[config.mk]
export PLATFORM = sky130hd
export DESIGN_NAME = rtc_access_ctrl_flat
export DESIGN_NICKNAME = d
export VERILOG_FILES = /design/src/rtl/rtc_pkg.sv /design/src/rtl/rtc_access_ctrl_if.sv /design/src/rtl/rtc_access_timer.sv /design/src/rtl/rtc_access_ctrl.sv /design/src/flat_wrapper.sv
export SDC_FILE = /design/constraint.sdc
export NUM_CORES = 1
export LEC_CHECK = 0
export BUFFER_PORTS_ARGS = -buffer_cell sky130_fd_sc_hd__buf_2
export CAP_MARGIN = 25
export CORE_MARGIN = 2
export CORE_UTILIZATION = 25
export DETAILED_ROUTE_END_ITERATION = 10
export GPL_TIMING_DRIVEN = 0
export SETUP_SLACK_MARGIN = 0.1
export SLEW_MARGIN = 20
export SYNTH_ARGS = -nofsm -noshare
export SYNTH_HDL_FRONTEND = slang
export SYNTH_SLANG_ARGS = --single-unit
[constraint.sdc]
create_clock -name clk -period 1.64 [get_ports clk]
set_input_delay 0.164 -clock clk [delete_from_list [all_inputs] [get_ports clk]]
set_output_delay 0.164 -clock clk [all_outputs]
set_load 0.01 [all_outputs]
[src/rtl/rtc_pkg.sv]
// Shared types and defaults for the V3023 RTC access sequencer.
package rtc_pkg;

   localparam int RTC_ADDR_W          = 8;
   localparam int RTC_DATA_W          = 8;
   localparam int RTC_TIMEOUT_DEFAULT = 255;

   typedef enum logic [2:0] {
      IDLE,
      START,
      ADDR,
      DATA,
      WAIT_FRW,
      RESP
   } rtc_state_e;

endpackage

[src/rtl/rtc_access_ctrl_if.sv]
// Command/response channel plus timing-generator and AD-bus signals of the RTC sequencer.
interface rtc_access_ctrl_if
   import rtc_pkg::*;
#(
   parameter int ADDR_W = RTC_ADDR_W,
   parameter int DATA_W = RTC_DATA_W
);
   logic              cmd_valid;
   logic              cmd_ready;
   logic              cmd_read;
   logic [ADDR_W-1:0] cmd_addr;
   logic [2:0]        cmd_len;
   logic [DATA_W-1:0] cmd_wdata;
   logic              wr_data_req;
   logic              rsp_valid;
   logic              rsp_ready;
   logic [DATA_W-1:0] rsp_rdata;
   logic              rsp_last;
   logic              rsp_err;
   logic              Acceso;
   logic              read;
   logic              AValid;
   logic              WValid;
   logic              RValid;
   logic              FRW;
   logic [DATA_W-1:0] ad_out;
   logic              ad_oe;
   logic [DATA_W-1:0] ad_in;

   modport slave (
      input  cmd_valid, cmd_read, cmd_addr, cmd_len, cmd_wdata, rsp_ready,
      input  AValid, WValid, RValid, FRW, ad_in,
      output cmd_ready, wr_data_req, rsp_valid, rsp_rdata, rsp_last, rsp_err,
      output Acceso, read, ad_out, ad_oe
   );

   modport master (
      output cmd_valid, cmd_read, cmd_addr, cmd_len, cmd_wdata, rsp_ready,
      output AValid, WValid, RValid, FRW, ad_in,
      input  cmd_ready, wr_data_req, rsp_valid, rsp_rdata, rsp_last, rsp_err,
      input  Acceso, read, ad_out, ad_oe
   );

endinterface

[src/rtl/rtc_access_timer.sv]
// Clearable saturating up-counter; tc stays high once TERMINAL is reached until cleared.
module rtc_access_timer
   import rtc_pkg::*;
#(
   parameter int TERMINAL = RTC_TIMEOUT_DEFAULT
) (
   input  logic clk,
   input  logic reset,
   input  logic clr,
   input  logic en,
   output logic tc
);
   localparam int              CNT_W  = $clog2(TERMINAL + 1);
   localparam logic [CNT_W-1:0] TC_VAL = CNT_W'(TERMINAL);

   logic [CNT_W-1:0] cnt_q, cnt_d;

   always_comb begin
      cnt_d = cnt_q;
      if (clr)
         cnt_d = '0;
      else if (en && (cnt_q != TC_VAL))
         cnt_d = cnt_q + CNT_W'(1);
   end

   always_ff @(posedge clk or negedge reset) begin
      if (!reset)
         cnt_q <= '0;
      else
         cnt_q <= cnt_d;
   end

   assign tc = (cnt_q == TC_VAL);

endmodule

[src/rtl/rtc_access_ctrl.sv]
// V3023 RTC command sequencer: per-register Acceso/read handshake, AD-bus drive and read capture.
// Optional access watchdog enabled by defining RTC_ACCESS_TIMEOUT_EN.
//
//   state    | meaning
//   IDLE     | ready for a command
//   START    | Acceso raised, waiting for the address window
//   ADDR     | driving the register address while AValid
//   DATA     | write: drive data while WValid / read: sample ad_in on RValid
//   WAIT_FRW | data window over, waiting for the generator's done pulse
//   RESP     | response held until rsp_ready
module rtc_access_ctrl
   import rtc_pkg::*;
#(
   parameter int TIMEOUT_CYCLES = RTC_TIMEOUT_DEFAULT,
   parameter int ADDR_W         = RTC_ADDR_W,
   parameter int DATA_W         = RTC_DATA_W
) (
   input logic               clk,
   input logic               reset,
   rtc_access_ctrl_if.slave  bus
);
   rtc_state_e        state_q, state_d;
   logic [ADDR_W-1:0] addr_q, addr_d;
   logic [2:0]        rem_q, rem_d;
   logic [DATA_W-1:0] wdata_q, wdata_d;
   logic [DATA_W-1:0] rdata_q, rdata_d;
   logic              read_q, read_d;
   logic              err_q, err_d;
   logic              seen_q, seen_d;

   logic              busy, tmo, win, last;
   logic              cmd_ready_o, wr_data_req_o, rsp_valid_o, rsp_last_o;
   logic              acceso_o, ad_oe_o;
   logic [DATA_W-1:0] ad_out_o, rsp_rdata_o;

   assign busy = (state_q == START) || (state_q == ADDR) ||
                 (state_q == DATA)  || (state_q == WAIT_FRW);
   assign win  = read_q ? bus.RValid : bus.WValid;
   assign last = err_q || (rem_q == 3'd0);

`ifdef RTC_ACCESS_TIMEOUT_EN
   logic tmr_clr;
   assign tmr_clr = (state_q != START) && (state_d == START);

   rtc_access_timer #(.TERMINAL(TIMEOUT_CYCLES)) u_timer (
      .clk   (clk),
      .reset (reset),
      .clr   (tmr_clr),
      .en    (busy),
      .tc    (tmo)
   );
`else
   logic unused_tmo_cfg;
   assign tmo            = 1'b0;
   assign unused_tmo_cfg = ^TIMEOUT_CYCLES;
`endif

   always_comb begin
      state_d       = state_q;
      addr_d        = addr_q;
      rem_d         = rem_q;
      wdata_d       = wdata_q;
      rdata_d       = rdata_q;
      read_d        = read_q;
      err_d         = err_q;
      seen_d        = seen_q;
      cmd_ready_o   = 1'b0;
      wr_data_req_o = 1'b0;
      rsp_valid_o   = 1'b0;
      rsp_last_o    = 1'b0;
      rsp_rdata_o   = '0;
      acceso_o      = 1'b0;
      ad_oe_o       = 1'b0;
      ad_out_o      = '0;

      case (state_q)
         IDLE: begin
            cmd_ready_o = 1'b1;
            if (bus.cmd_valid) begin
               read_d  = bus.cmd_read;
               addr_d  = bus.cmd_addr;
               rem_d   = bus.cmd_len;
               wdata_d = bus.cmd_wdata;
               err_d   = 1'b0;
               state_d = START;
            end
         end
         START: begin
            acceso_o = 1'b1;
            rdata_d  = '0;
            seen_d   = 1'b0;
            if (bus.AValid)
               state_d = ADDR;
         end
         ADDR: begin
            ad_out_o = DATA_W'(addr_q);
            ad_oe_o  = bus.AValid;
            if (!bus.AValid)
               state_d = DATA;
         end
         DATA: begin
            if (!read_q) begin
               ad_out_o = wdata_q;
               ad_oe_o  = bus.WValid;
            end else if (bus.RValid) begin
               rdata_d = bus.ad_in;
            end
            if (win)
               seen_d = 1'b1;
            // FRW can overtake the end of the data window
            if (bus.FRW)
               state_d = RESP;
            else if (seen_q && !win)
               state_d = WAIT_FRW;
         end
         WAIT_FRW: begin
            if (bus.FRW)
               state_d = RESP;
         end
         RESP: begin
            rsp_valid_o = 1'b1;
            rsp_last_o  = last;
            rsp_rdata_o = (read_q && !err_q) ? rdata_q : '0;
            if (bus.rsp_ready) begin
               if (last) begin
                  state_d = IDLE;
               end else begin
                  addr_d  = addr_q + ADDR_W'(1);
                  rem_d   = rem_q - 3'd1;
                  state_d = START;
                  if (!read_q) begin
                     wr_data_req_o = 1'b1;
                     wdata_d       = bus.cmd_wdata;
                  end
               end
            end
         end
         default: state_d = IDLE;
      endcase

      // Watchdog abort: release the generator and report the error response
      if (busy && tmo) begin
         acceso_o = 1'b0;
         ad_oe_o  = 1'b0;
         err_d    = 1'b1;
         state_d  = RESP;
      end
   end

   always_ff @(posedge clk or negedge reset) begin
      if (!reset) begin
         state_q <= IDLE;
         addr_q  <= '0;
         rem_q   <= '0;
         wdata_q <= '0;
         rdata_q <= '0;
         read_q  <= 1'b0;
         err_q   <= 1'b0;
         seen_q  <= 1'b0;
      end else begin
         state_q <= state_d;
         addr_q  <= addr_d;
         rem_q   <= rem_d;
         wdata_q <= wdata_d;
         rdata_q <= rdata_d;
         read_q  <= read_d;
         err_q   <= err_d;
         seen_q  <= seen_d;
      end
   end

   assign bus.cmd_ready   = cmd_ready_o;
   assign bus.wr_data_req = wr_data_req_o;
   assign bus.rsp_valid   = rsp_valid_o;
   assign bus.rsp_rdata   = rsp_rdata_o;
   assign bus.rsp_last    = rsp_last_o;
   assign bus.rsp_err     = (state_q == RESP) && err_q;
   assign bus.Acceso      = acceso_o;
   assign bus.read        = (state_q != IDLE) && read_q;
   assign bus.ad_out      = ad_out_o;
   assign bus.ad_oe       = ad_oe_o;

endmodule
[src/flat_wrapper.sv]
// flat-port wrapper written by rule: the top's interface ports become plain ports
module rtc_access_ctrl_flat import rtc_pkg::*;
#(
   parameter int TIMEOUT_CYCLES = RTC_TIMEOUT_DEFAULT,
   parameter int ADDR_W         = RTC_ADDR_W,
   parameter int DATA_W         = RTC_DATA_W
)
  (clk, reset, bus_cmd_valid, bus_cmd_read, bus_cmd_addr, bus_cmd_len, bus_cmd_wdata, bus_rsp_ready, bus_AValid, bus_WValid, bus_RValid, bus_FRW, bus_ad_in, bus_cmd_ready, bus_wr_data_req, bus_rsp_valid, bus_rsp_rdata, bus_rsp_last, bus_rsp_err, bus_Acceso, bus_read, bus_ad_out, bus_ad_oe);
  rtc_access_ctrl_if #(.ADDR_W(ADDR_W), .DATA_W(DATA_W)) bus_i ();
  input logic clk;
  input logic reset;
  input wire logic [$bits(bus_i.cmd_valid)-1:0] bus_cmd_valid;
  input wire logic [$bits(bus_i.cmd_read)-1:0] bus_cmd_read;
  input wire logic [$bits(bus_i.cmd_addr)-1:0] bus_cmd_addr;
  input wire logic [$bits(bus_i.cmd_len)-1:0] bus_cmd_len;
  input wire logic [$bits(bus_i.cmd_wdata)-1:0] bus_cmd_wdata;
  input wire logic [$bits(bus_i.rsp_ready)-1:0] bus_rsp_ready;
  input wire logic [$bits(bus_i.AValid)-1:0] bus_AValid;
  input wire logic [$bits(bus_i.WValid)-1:0] bus_WValid;
  input wire logic [$bits(bus_i.RValid)-1:0] bus_RValid;
  input wire logic [$bits(bus_i.FRW)-1:0] bus_FRW;
  input wire logic [$bits(bus_i.ad_in)-1:0] bus_ad_in;
  output wire logic [$bits(bus_i.cmd_ready)-1:0] bus_cmd_ready;
  output wire logic [$bits(bus_i.wr_data_req)-1:0] bus_wr_data_req;
  output wire logic [$bits(bus_i.rsp_valid)-1:0] bus_rsp_valid;
  output wire logic [$bits(bus_i.rsp_rdata)-1:0] bus_rsp_rdata;
  output wire logic [$bits(bus_i.rsp_last)-1:0] bus_rsp_last;
  output wire logic [$bits(bus_i.rsp_err)-1:0] bus_rsp_err;
  output wire logic [$bits(bus_i.Acceso)-1:0] bus_Acceso;
  output wire logic [$bits(bus_i.read)-1:0] bus_read;
  output wire logic [$bits(bus_i.ad_out)-1:0] bus_ad_out;
  output wire logic [$bits(bus_i.ad_oe)-1:0] bus_ad_oe;
  assign bus_i.cmd_valid = bus_cmd_valid;
  assign bus_i.cmd_read = bus_cmd_read;
  assign bus_i.cmd_addr = bus_cmd_addr;
  assign bus_i.cmd_len = bus_cmd_len;
  assign bus_i.cmd_wdata = bus_cmd_wdata;
  assign bus_i.rsp_ready = bus_rsp_ready;
  assign bus_i.AValid = bus_AValid;
  assign bus_i.WValid = bus_WValid;
  assign bus_i.RValid = bus_RValid;
  assign bus_i.FRW = bus_FRW;
  assign bus_i.ad_in = bus_ad_in;
  assign bus_cmd_ready = bus_i.cmd_ready;
  assign bus_wr_data_req = bus_i.wr_data_req;
  assign bus_rsp_valid = bus_i.rsp_valid;
  assign bus_rsp_rdata = bus_i.rsp_rdata;
  assign bus_rsp_last = bus_i.rsp_last;
  assign bus_rsp_err = bus_i.rsp_err;
  assign bus_Acceso = bus_i.Acceso;
  assign bus_read = bus_i.read;
  assign bus_ad_out = bus_i.ad_out;
  assign bus_ad_oe = bus_i.ad_oe;
  rtc_access_ctrl #(.TIMEOUT_CYCLES(TIMEOUT_CYCLES), .ADDR_W(ADDR_W), .DATA_W(DATA_W)) u_core (.clk(clk), .reset(reset), .bus(bus_i));
endmodule
======== After elaboration in Yosys (flattened, before gate mapping) ========
Cells that the tools add are included.
cells by class
  add/subtract/negate cells ............... 2
  equal/unequal tests ..................... 16
  mux-type cells .......................... 42
  reductions and logical operators ........ 14
operators by type and width
  operator                                              count
  2-to-1 mux 8 bit                                      12
  case mux 8 bit (2 select lines)                       4
  2-to-1 mux 3 bit                                      10
  case mux 3 bit (6 select lines)                       1
  != test 2 bit (second input constant)                 8
  2-to-1 mux 1 bit                                      12
  adder 8 x 1 -> 8 bit (second input constant)          1
  equality test 3 x 2 -> 1 bit (second input constant)  2
  equality test 3 bit (second input constant)           2
  logical NOT 3 bit                                     2
  case mux 3 bit (2 select lines)                       1
  AND reduction 6 bit                                   1
  AND reduction 5 bit                                   1
  != test 2 x 1 -> 1 bit (second input constant)        2
  case mux 1 bit (2 select lines)                       2
  AND reduction 2 bit                                   2
  AND reduction 4 bit                                   1
  nonzero test 2 bit                                    2
  equality test 3 x 1 -> 1 bit (second input constant)  1
  != test 3 bit (second input constant)                 1
  AND reduction 3 bit                                   1
  nonzero test 3 bit                                    1
  subtractor 3 x 1 -> 3 bit (second input constant)     1
  logical AND 1 bit                                     2
  logical NOT 1 bit                                     1
storage, ports and cells
  bits in registers ....................... 32
  input bits .............................. 36
  output and inout port bits .............. 24
  word-level logic and storage cells ...... 81

======== Longest topological paths before layout ========
  word-level depth ........................ 6
  depth in mapped cells ................... 7
  mapped depth without buffers ............ 6

======== Worst setup path before layout ========
OpenSTA, ideal clock, no wires.
  path kind ............................... reg2reg
  start ................................... reg u_core.state_q[1]
  end ..................................... reg u_core.wdata_q[0]
  library setup time ...................... 0.125 ns
  data arrival time ....................... 1.548 ns
  required time ........................... 1.515 ns
  setup slack ............................. -0.033 ns
  cell stages (with the launch flop) ...... 5
  buffers on the path ..................... 0
  clock period less this slack ............ 1.673 ns
  path through ............................ dfrtp_1 -> nor3_2 -> a32oi_4 -> a21oi_4 -> mux2_2
between the ends
  longest elaborated chain between the ends .. 3
  elaborated cells between the ends (all ways) .. 9
  those cells by class .................... 5 x eq/ne; 1 x mux; 3 x reduce/logical
RTL lines
  what                                                                         line                    source
  start: declaration                                                           rtc_access_ctrl.sv:22   rtc_state_e state_q, state_d;
  start signal: assignment                                                     rtc_access_ctrl.sv:161  state_q <= state_d;
  equality test 3 bit / logical NOT 3 bit (equally long branches)              rtc_access_ctrl.sv:76   case (state_q)
  != test 2 bit (no source line) / nonzero test 2 bit (equally long branches)  -
  AND reduction 5 bit (no source line)                                         -
  end signal: assignment                                                       rtc_access_ctrl.sv:164  wdata_q <= wdata_d;
  end: declaration                                                             rtc_access_ctrl.sv:25   logic [DATA_W-1:0] wdata_q, wdata_d;
Parallel ways exist; a longest one is shown, timed or not.
A chain may end at the register's enable or synchronous reset.

======== Worst setup path after layout ========
  start ................................... reg u_core.state_q[2]
  end ..................................... out bus_ad_out[0]
between the ends
  longest elaborated chain between the ends .. 2
  elaborated cells between the ends (all ways) .. 3
  those cells by class .................... 2 x eq/ne; 1 x mux
RTL lines
  what                                 line                   source
  equality test 3 x 2 -> 1 bit         -
  case mux 8 bit (2 select lines) (*)  rtc_access_ctrl.sv:76
  end: declaration                     flat_wrapper.sv:31     output wire logic [$bits(bus_i.ad_out)-1:0] bus_ad_out;
Mark *: on every way between the ends. The rest lies on a longest branch, timed or not.

==> impl_results.md <==
- Final Hold Viols: 0
- Relative slew slack: 48.8%
- Clock Latency Late Sink: 0.29 ns
- Placement Cell Area: 2270 µm²
- Filler instances: 714
- Top Usage Layer GRT: met2
- Worst Path Required: 1.48 ns
- CP delay by family, top: flip-flops
- CTS sink count: 32
- Ys async rst share: 100%
- Pwr Total: 5.36 mW
- Peak Freq: 581 MHz
- Peak VDD IR: 0.000760 V
- RSZ-0062 raised after global routing: yes
- Synthesized instance count: 198
- GR Util met1: 17.3%
- CP endpoint kind: primary output
- CP cell instances: buf_8 > nor2b_4 > nand2_4 > nor2_4 > a22o_1 > buf_2
- Gpl congestion: 0.869
- Reg-to-reg critical path endpoint: u_core.wdata_q[1]$_DFFE_PN0P_
- Antenna Nets Post-Route: 0
- Leakage power: 1.42 nW
- Bufs on Longest Clock Path: 2
- Primary FF master, synth: dfrtp_1
- Final-stage net count: 339
- Pre-antenna DRT Iters: 5
- Min-delay worst type: input pin to register
- Row cnt: 31
- Wirelength per Cell: 15.3 µm
- Initial Util: 25.7%
- Seq/Total Area, Yosys: 43.3%
- Die Span X: 90.0 µm
- Total GRT Usage: 14.2%
- Status: complete, but fails checks
- FF-to-FF setup slack: -0.08 ns
- Crit path depth: 6
- Post-route setup TNS: -1.58 ns
- Synthesized area per cell: 9.35 µm²
- Worst EP arrival: 1.56 ns
- MaxCap Viol Count: 0
- Netlist Area Pre-Place: 1850 µm²
- Crit share post-route: 105%
- Met2 Resource Use GR: 23.8%
- Core Box Area: 7210 µm²
- CP Buf/Inv Count: 2
- Type of origin of the critical path: register
- Die extent in y: 90.0 µm
- Kind of critical path: register to primary output
- Power density over the cells: 1810 nW/µm²
- Worst-path clk slew: 0.07 ns
- # DRC: 0
- Number of synthesized flops with an enable pin: 0
- CTS Root Cell: clkbuf_8
- Critical Path Fanout Max: 6
- CTS HTree Levels: 2
- Io pins: 60
- Net Count, Synth: 237
- RR Startpoint: u_core.state_q[0]$_DFFE_PN0P_
- Final min period: 1.72 ns
- Initial antenna violation count: 0
- Largest net degree at the start of global routing: 33
- DIE AREA: 8110 µm²
- Syn. warnings: 0
- DR vias/cell: 4.68
- First-pass GRT wire length: 9270 µm
- Iter 0 DRT Violations: 123
- IO Port Bufs: 58
- Area delta synth->final: 60.4%
- Antenna cells: 0
- Final setup viols: 29
- Largest stage delay, worst path: 0.43 ns
- Min-Delay Endpoint: u_core.rdata_q[1]$_DFFE_PN0P_
- Share of cells above drive strength 1: 51.7%
- Worst Hold Launch: bus_ad_in[1]
- TritonCTS Buffers: 5
- Grt total ovfl: 0
- Setup ws final: -0.0824 ns
- Slew Viols, Final: 0
- Total wire length: 6110 µm
- Vias in the first global route: 1817
- Hpwl dp: 3630 µm
- Slew @ Worst Pin: 0.768 ns
- Worst Reg2Reg Path Length in Cells: 7
- Hold Path Stages: 3
- CP max-delay cell: dfrtp_2
- Met3 GRT Util: 3.19%
- Worst Skew: 0.00884 ns
- Violated checks: setup timing
- #FFs+latches synth: 32
- Design Area, Final: 2970 µm²
- Vias: 1868
- CTS tree: yes
- Final core occ: 41.1%
- Synth cell types: 44
[metal layers]
metal  wire, µm  up-vias  part of all wire (%)
met4        191        0                   3.1
met2       2870       50                    47
met3        239       15                   3.9
li1           -      917                     -
met5          0        -                     0
met1       2810      886                    46
[tightest hold or removal path, cell delays in order]
cell	delay, ns
buf_2	0.07
nand3_1	0.05
o21ai_0	0.06
[per-stage QoR]
stage,cells,hold slack [ns],worst slack [ns]
after floorplan,198,-0.132,0.0304
after global placement,355,0.281,-0.224
after detailed placement,355,0.281,-0.231
after CTS,385,0.103,-0.0881
after global routing,399,0.112,-0.149
final,399,0.0977,-0.0824
[how the worst max path moves through the flow]
stage | end | from
floorplan | u_core.wdata_q[0]$_DFFE_PN0P_ | u_core.state_q[1]$_DFFE_PN0P_
global placement | bus_ad_out[6] | u_core.state_q[1]$_DFFE_PN0P_
detailed placement | bus_ad_out[4] | u_core.state_q[1]$_DFFE_PN0P_
CTS | bus_ad_out[4] | u_core.state_q[2]$_DFFE_PN0P_
global route | bus_ad_out[6] | u_core.state_q[2]$_DFFE_PN0P_
finish | bus_ad_out[0] | u_core.state_q[2]$_DFFE_PN0P_
[cells by family (layout without fill, tap and decap cells)]
family	after synthesis	count (layout)	synth area share, %
adders and majority gates	3	3	2.03
other	1	1	0.203
AOI/OAI and AO/OA	57	57	21.2
and+or+nand+nor	68	69	20.4
muxes	12	12	7.10
DFF	32	32	43.3
buffers and inverters	25	126	5.75
[power breakdown]
part	switching, mW	leakage, nW	total (mW)	internal, mW
logic	1.47	0.983	3.15	1.68
clock network	0.298	0.0503	0.671	0.374
registers	0.351	0.388	1.54	1.19
total	2.12	1.42	5.36	3.24
[cell type report]
cell class,count,area (µm²),share of cell area (%)
tap,99,124,4.17
buffer,13,148,4.97
clock buffer,7,96.3,3.25
multi-input combinational,142,1110,37.3
inverter,11,48.8,1.64
sequential,32,806,27.2
timing repair buffer,95,639,21.5
[cells in the mapped netlist, types with 2 or more instances]
library cell	count	area (µm²)
o22ai_1	3	18.8
nand3_1	14	70.1
o211ai_1	2	15.0
nor2b_1	3	18.8
a21oi_1	14	70.1
nand2b_1	2	12.5
nor2_1	13	48.8
dfrtp_1	32	801
nand2_1	13	48.8
clkbuf_1	8	30.0
a2bb2oi_1	2	17.5
a211oi_1	2	15.0
o21ai_0	18	90.1
a22o_1	8	70.1
nor3b_1	2	15.0
buf_4	2	15.0
and3_1	9	56.3
buf_2	4	20.0
ha_1	3	37.5
mux2i_1	3	30.0
inv_1	10	37.5
mux2_2	9	101
[flip-flops by register name, summed over array words and instances (netlist names)]
register / count
u_core.rdata_q: 8
u_core.seen_q: 1
u_core.read_q: 1
u_core.rem_q: 3
u_core.state_q: 3
u_core.wdata_q: 8
u_core.addr_q: 8
[cell usage in the layout, fill, tap and decap left out, drive strengths merged, types with 2 or more instances in the layout]
master   count
buf        100
o21ai       18
nand3b       2
dfrtp       32
a22o         8
ha           3
mux2i        3
nor3         2
o211ai       2
o22ai        3
a211oi       2
nand2b       2
nand3       14
a2bb2oi      2
nand2       13
nor3b        3
mux2         9
clkbuf      14
nor2        15
a21oi       15
inv         11
and3         9
a32oi        2
nor2b        3
[timing repair]
item                                   CTS  global route
buffers inserted                        21            12
gates cloned                             2             2
endpoints found under the hold margin   32             0
gates resized for setup                 48            43
pin swaps                               10            16
setup endpoints to repair               49            49
hold buffers                             1             0
No activity file was read; power rests on OpenSTA's default activity.
